--- config.mk ---
export PLATFORM = sky130hd
export DESIGN_NAME = fft_stage_ctrl
export DESIGN_NICKNAME = d
export VERILOG_FILES = /design/src/rtl/fft_stage_ctrl.sv
export SDC_FILE = /design/constraint.sdc
export NUM_CORES = 1
export LEC_CHECK = 0
export ABC_CLOCK_PERIOD_IN_PS = 4900
export CAP_MARGIN = 20
export CORE_ASPECT_RATIO = 0.8
export CORE_MARGIN = 2
export CORE_UTILIZATION = 60
export CTS_CLUSTER_SIZE = 12
export DETAILED_ROUTE_END_ITERATION = 10
export DONT_BUFFER_PORTS = 1
export PLACE_DENSITY_LB_ADDON = 0.05
export SYNTH_ARGS = -nofsm -noshare
export SYNTH_HDL_FRONTEND = slang
export SYNTH_SLANG_ARGS = --single-unit
--- constraint.sdc ---
create_clock -name clk -period 4.9 [get_ports clk]
set_clock_uncertainty 0.15 [all_clocks]
set_input_delay 0.245 -clock clk [delete_from_list [all_inputs] [get_ports clk]]
set_output_delay 0.245 -clock clk [all_outputs]
set_load 0.05 [all_outputs]
--- src/rtl/fft_stage_ctrl.sv ---
`default_nettype none
// ============================================================================
//  Module      : fft_stage_ctrl
//  Description : Radix-2 DIT FFT stage sequencer. Walks LOG2N stages of N/2
//                butterflies, drives ping-pong RAM read/write addresses,
//                twiddle index and bank select. Write-back is the read side
//                delayed by the read + butterfly pipeline latency.
//  Revision    : 1.0  initial release
// ============================================================================
module fft_stage_ctrl #(
    parameter int   N          = 32,
    parameter int   RD_LATENCY = 1,
    parameter int   BF_LATENCY = 2,
    localparam int  LOG2N      = $clog2(N)
) (
    input  logic             clk,
    input  logic             rst_n,
    input  logic             start_i,
    output logic             busy_o,
    output logic             done_o,
    output logic [LOG2N-1:0] stage_o,
    output logic             bank_select_o,
    output logic             rd_valid_o,
    output logic [LOG2N-1:0] rd_address1_o,
    output logic [LOG2N-1:0] rd_address2_o,
    output logic [LOG2N-2:0] tw_address_o,
    output logic             wr_en_o,
    output logic [LOG2N-1:0] wr_address1_o,
    output logic [LOG2N-1:0] wr_address2_o
);

    localparam int L    = RD_LATENCY + BF_LATENCY;
    localparam int HALF = N / 2;
    localparam int KW   = LOG2N - 1;
    localparam int DW   = (L > 1) ? $clog2(L) : 1;
    localparam int PW   = 2 * LOG2N + 1;

    localparam logic [1:0] S_IDLE  = 2'd0;
    localparam logic [1:0] S_ISSUE = 2'd1;
    localparam logic [1:0] S_DRAIN = 2'd2;
    localparam logic [1:0] S_DONE  = 2'd3;

    logic [1:0]       state_q, state_d;
    logic [LOG2N-1:0] stage_q, stage_d;
    logic [KW-1:0]    k_q, k_d;
    logic [DW-1:0]    dcnt_q, dcnt_d;

    logic             busy_q, done_q, bank_q, rd_valid_q;
    logic [LOG2N-1:0] rd_a1_q, rd_a2_q;
    logic [KW-1:0]    tw_q;

    logic [LOG2N-1:0] kx_w, h_w, msk_w, a1_w, a2_w, tsh_w;
    logic [KW-1:0]    tw_w;

    logic [PW-1:0]    pipe_q [L];

    // Next-state logic for the stage/butterfly walk
    always_comb begin
        state_d = state_q;
        stage_d = stage_q;
        k_d     = k_q;
        dcnt_d  = dcnt_q;
        case (state_q)
            S_IDLE: begin
                if (start_i) begin
                    state_d = S_ISSUE;
                    stage_d = '0;
                    k_d     = '0;
                end
            end
            S_ISSUE: begin
                if (k_q == KW'(HALF - 1)) begin
                    state_d = S_DRAIN;
                    dcnt_d  = '0;
                end else begin
                    k_d = k_q + 1'b1;
                end
            end
            S_DRAIN: begin
                if (dcnt_q == DW'(L - 1)) begin
                    if (stage_q == LOG2N'(LOG2N - 1)) begin
                        state_d = S_DONE;
                    end else begin
                        state_d = S_ISSUE;
                        stage_d = stage_q + 1'b1;
                        k_d     = '0;
                    end
                end else begin
                    dcnt_d = dcnt_q + 1'b1;
                end
            end
            S_DONE: begin
                state_d = S_IDLE;
                stage_d = '0;
            end
            default: state_d = S_IDLE;
        endcase
    end

    // Butterfly operand and twiddle addresses for the upcoming (k, stage)
    always_comb begin
        kx_w  = LOG2N'(k_d);
        h_w   = LOG2N'(1) << stage_d;
        msk_w = h_w - 1'b1;
        a1_w  = ((kx_w >> stage_d) << (stage_d + 1'b1)) | (kx_w & msk_w);
        a2_w  = a1_w + h_w;
        tsh_w = LOG2N'(LOG2N - 1) - stage_d;
        tw_w  = KW'((kx_w & msk_w) << tsh_w);
    end

    // Control state and registered read-side outputs, aligned to the next state
    always_ff @(posedge clk or negedge rst_n) begin
        if (!rst_n) begin
            state_q    <= S_IDLE;
            stage_q    <= '0;
            k_q        <= '0;
            dcnt_q     <= '0;
            busy_q     <= 1'b0;
            done_q     <= 1'b0;
            bank_q     <= 1'b0;
            rd_valid_q <= 1'b0;
            rd_a1_q    <= '0;
            rd_a2_q    <= '0;
            tw_q       <= '0;
        end else begin
            state_q    <= state_d;
            stage_q    <= stage_d;
            k_q        <= k_d;
            dcnt_q     <= dcnt_d;
            busy_q     <= (state_d == S_ISSUE) || (state_d == S_DRAIN);
            done_q     <= (state_d == S_DONE);
            bank_q     <= stage_d[0];
            rd_valid_q <= (state_d == S_ISSUE);
            // Addresses hold their last value outside ISSUE
            if (state_d == S_ISSUE) begin
                rd_a1_q <= a1_w;
                rd_a2_q <= a2_w;
                tw_q    <= tw_w;
            end
        end
    end

    // Write-back delay line matching the read + butterfly latency
    always_ff @(posedge clk or negedge rst_n) begin
        if (!rst_n) begin
            for (int i = 0; i < L; i++) begin
                pipe_q[i] <= '0;
            end
        end else begin
            pipe_q[0] <= {rd_valid_q, rd_a1_q, rd_a2_q};
            for (int i = 1; i < L; i++) begin
                pipe_q[i] <= pipe_q[i-1];
            end
        end
    end

    assign busy_o        = busy_q;
    assign done_o        = done_q;
    assign stage_o       = stage_q;
    assign bank_select_o = bank_q;
    assign rd_valid_o    = rd_valid_q;
    assign rd_address1_o = rd_a1_q;
    assign rd_address2_o = rd_a2_q;
    assign tw_address_o  = tw_q;
    assign {wr_en_o, wr_address1_o, wr_address2_o} = pipe_q[L-1];

endmodule
`default_nettype wire

==> results by group <==
Timing
  • TNS Setup: 0 ps
  • Fmax: 0.225 GHz
  • Final hold vios: 0
  • Worst-Margin Slew: 675 ps
  • Unrepaired setup endpoints after global routing: no
  • Setup Viol. Count Final: 0
  • Period utilisation layout: 90.7%
  • Final slew viol count: 0
  • Max-slew headroom: 54.6%
  • Crit path time final: 4450 ps
  • Setup WS post-layout: 455 ps

Die
  • Die H: 67.8 um
  • Core footprint: 4950 um^2
  • IO Pins: 37
  • Die Wd: 83.8 um
  • Row Count: 23
  • Initial Utilization: 61.7%
  • Die area: 5680 um^2

Logic synthesis
  • Asr flop ratio synth: 100%
  • Unique cell type count in the Yosys netlist: 63
  • YS warnings: 0
  • Dominant synthesized flop cell: dfrtp_1
  • Post-synthesis register bit count: 63
  • Yosys top cell area share: 51.6%
  • Syn_area_per_cell: 10.7 um^2
  • Largest cells by area after synthesis: dfrtp_1 (52%), ha_1 (5.3%), buf_4 (2.7%)
  • Gate Count Post-Synth: 284
  • Top-count cell post-synth: dfrtp_1
  • Post-Syn Area: 3050 um^2
  • Seq/Total Area, Yosys: 51.6%
  • Mapped Nets: 301
  • Commonest cells post-synth: dfrtp_1 (63), nand2_1 (20), nor2_1 (16)
  • Number of synthesized flops with an enable pin: 0
  • Cell taking the most area after synthesis: dfrtp_1

Setup path
  • Max FO, Critical Path: 9
  • CP Class: flip-flop to flip-flop
  • CP required: 4950 ps
  • R2R Path Start: stage_o[1]
  • CP startpoint kind: flip-flop
  • Endpoint class of the critical path: flip-flop
  • Worst Setup SP: stage_o[1]
  • Arrival time worst endpoint: 4490 ps

Routing
  • Vias: 2181
  • Initial DRC Count: 161
  • Wire per inst: 17.5 um
  • Routed wire length: 6220 um
  • DRT Pass-1 Iters: 5
  • # DRC: 0
  • Via-to-Cell Ratio: 6.13
  • Routed Antenna Nets: 0

Placed design
  • Routability cong.: 0.869
  • DPL Wire Length: 4430 um
  • Port Buffers: 0
  • Place WS: 503 ps

Final layout
  • Layout cells sized above 1: 14.6%
  • P&R area growth vs syn: 8.16%
  • N_diodes: 0
  • Filler cell count: 357
  • Nets: 306

Worst hold path
  • Worst Hold Launch: pipe_q[26]
  • Hold WC Path Type: flip-flop to flip-flop

Clock network
  • Clk buf depth: 2
  • CTS Sinks: 63
  • Skew-Pair Late Insertion Delay: 340 ps
  • Reg clk slew, reported paths: 70 ps
  • CTS buffer count: 9
  • Clk root buf: clkbuf_8
  • H-tree levels: 3
  • CTS tree: built

Global routing
  • GR Util All Layers: 23.4%
  • First-pass GRT wire length: 9920 um
  • Largest net degree at the start of global routing: 64
  • Total global routing overflow: 0
  • Initial antenna violation count: 0
  • Vias in the first global route: 1925

Run status
  • Outcome: finished, final reports clean

Flow run
  • Max Cap Violations: 0
## final timing paths
kind                                          to  slack [ps]  depth (start not counted)
worst max-delay path            rd_address2_o[4]         450                         18
worst min-delay path                  pipe_q[15]         200                          0
worst max register to register  rd_address2_o[4]         450                         18
worst min register to register        pipe_q[15]         200                          0
max in group asynchronous             pipe_q[13]        4040                          2
min in group asynchronous              dcnt_q[1]         300                          2
## metal layers
layer	vias up	GRT usage [%]	wire length (um)	part of all wire, %
met5	-	0	0	0
met4	0	9.48	83	1.3
met3	7	8.92	521	8.4
met2	104	30.8	2530	41
met1	1032	34.3	3090	50
li1	1038	-	-	-
## per-stage QoR
step / instances / area, um^2 / hold WS (ps) / util [%]
after floorplan: 284 / 3050 / -201 / -
after global placement: 338 / 3090 / -199 / 62.5
after detailed placement: 338 / 3090 / -199 / 62.5
after CTS: 356 / 3300 / 197 / 66.7
after global routing: 356 / 3300 / 207 / 66.7
final: 356 / 3300 / 199 / 66.7
## what timing repair did
action,in CTS,in global routing
setup buffers,0,0
gates resized for setup,0,0
endpoints found under the hold margin,63,0
hold buffers,2,0
## state kept, by name, indices dropped and copies added (netlist names), 2 cells and up
signal,count
k_q,4
rd_address1_o,5
state_q,2
wr_address1_o,5
pipe_q,22
dcnt_q,2
rd_address2_o,5
tw_address_o,4
wr_address2_o,5
stage_o,5
## critical path: stages, from the launching register on
cell and delay (ps):
dfrtp_1 350, inv_1 70, ha_1 230, and4bb_1 260
or3b_1 380, and3_1 290, ha_1 500, nor2b_1 110
nand2_1 80, a21oi_1 50, o21ai_0 220, nand2_1 80
ha_1 220, fa_1 410, a21o_1 190, a21oi_1 260
nor2_1 70, a221oi_1 270, mux2i_1 100
## kinds of logic (layout without fill, tap and decap cells)
kind of cell / Yosys count / after routing / share of synthesized area (%)
fa+ha+maj: 14 / 14 / 5.98
mux: 5 / 5 / 1.80
flops: 63 / 63 / 51.6
buf+inv: 37 / 47 / 6.52
compound gates: 68 / 68 / 16.1
simple gates: 91 / 91 / 16.2
xor+xnor: 6 / 6 / 1.72
## area by class of cell
class | count | area [um^2] | share of cell area, %
Sequential cell | 63 | 1580 | 47.7
Multi-Input combinational cell | 184 | 1280 | 38.7
Timing Repair Buffer | 16 | 143 | 4.32
Clock buffer | 9 | 124 | 3.75
Tap cell | 62 | 77.6 | 2.35
Inverter | 15 | 56.3 | 1.71
Clock inverter | 7 | 47.5 | 1.44
## placed cells by master, fill, tap and decap left out, types with 2 or more instances in the layout
| master | Yosys | layout |
|---|---|---|
| a211o_1 | 3 | 3 |
| a21o_1 | 4 | 4 |
| a21oi_1 | 11 | 11 |
| a22o_1 | 2 | 2 |
| a22oi_1 | 2 | 2 |
| a311o_1 | 2 | 2 |
| a31oi_1 | 4 | 4 |
| a41oi_1 | 3 | 3 |
| buf_4 | 11 | 14 |
| clkbuf_8 | 0 | 9 |
| clkinv_2 | 0 | 3 |
| clkinvlp_4 | 0 | 2 |
| dfrtp_1 | 63 | 63 |
| ha_1 | 13 | 13 |
| inv_1 | 14 | 14 |
| mux2_2 | 4 | 4 |
| nand2_1 | 20 | 20 |
| nand2b_1 | 2 | 2 |
| nand3_1 | 12 | 12 |
| nand3b_1 | 4 | 4 |
| nand4_1 | 8 | 8 |
| nor2_1 | 16 | 16 |
| nor2b_1 | 4 | 4 |
| nor3_1 | 6 | 6 |
| nor3b_1 | 2 | 2 |
| nor4_1 | 3 | 3 |
| o211ai_1 | 4 | 4 |
| o21ai_0 | 12 | 12 |
| o21ai_1 | 3 | 3 |
| or3_1 | 3 | 3 |
| or3b_1 | 3 | 3 |
| xnor2_1 | 5 | 5 |
Power is left out: the tool's default activity adds up to more than one toggle a clock period on the data nets, which glitch-free logic cannot reach.
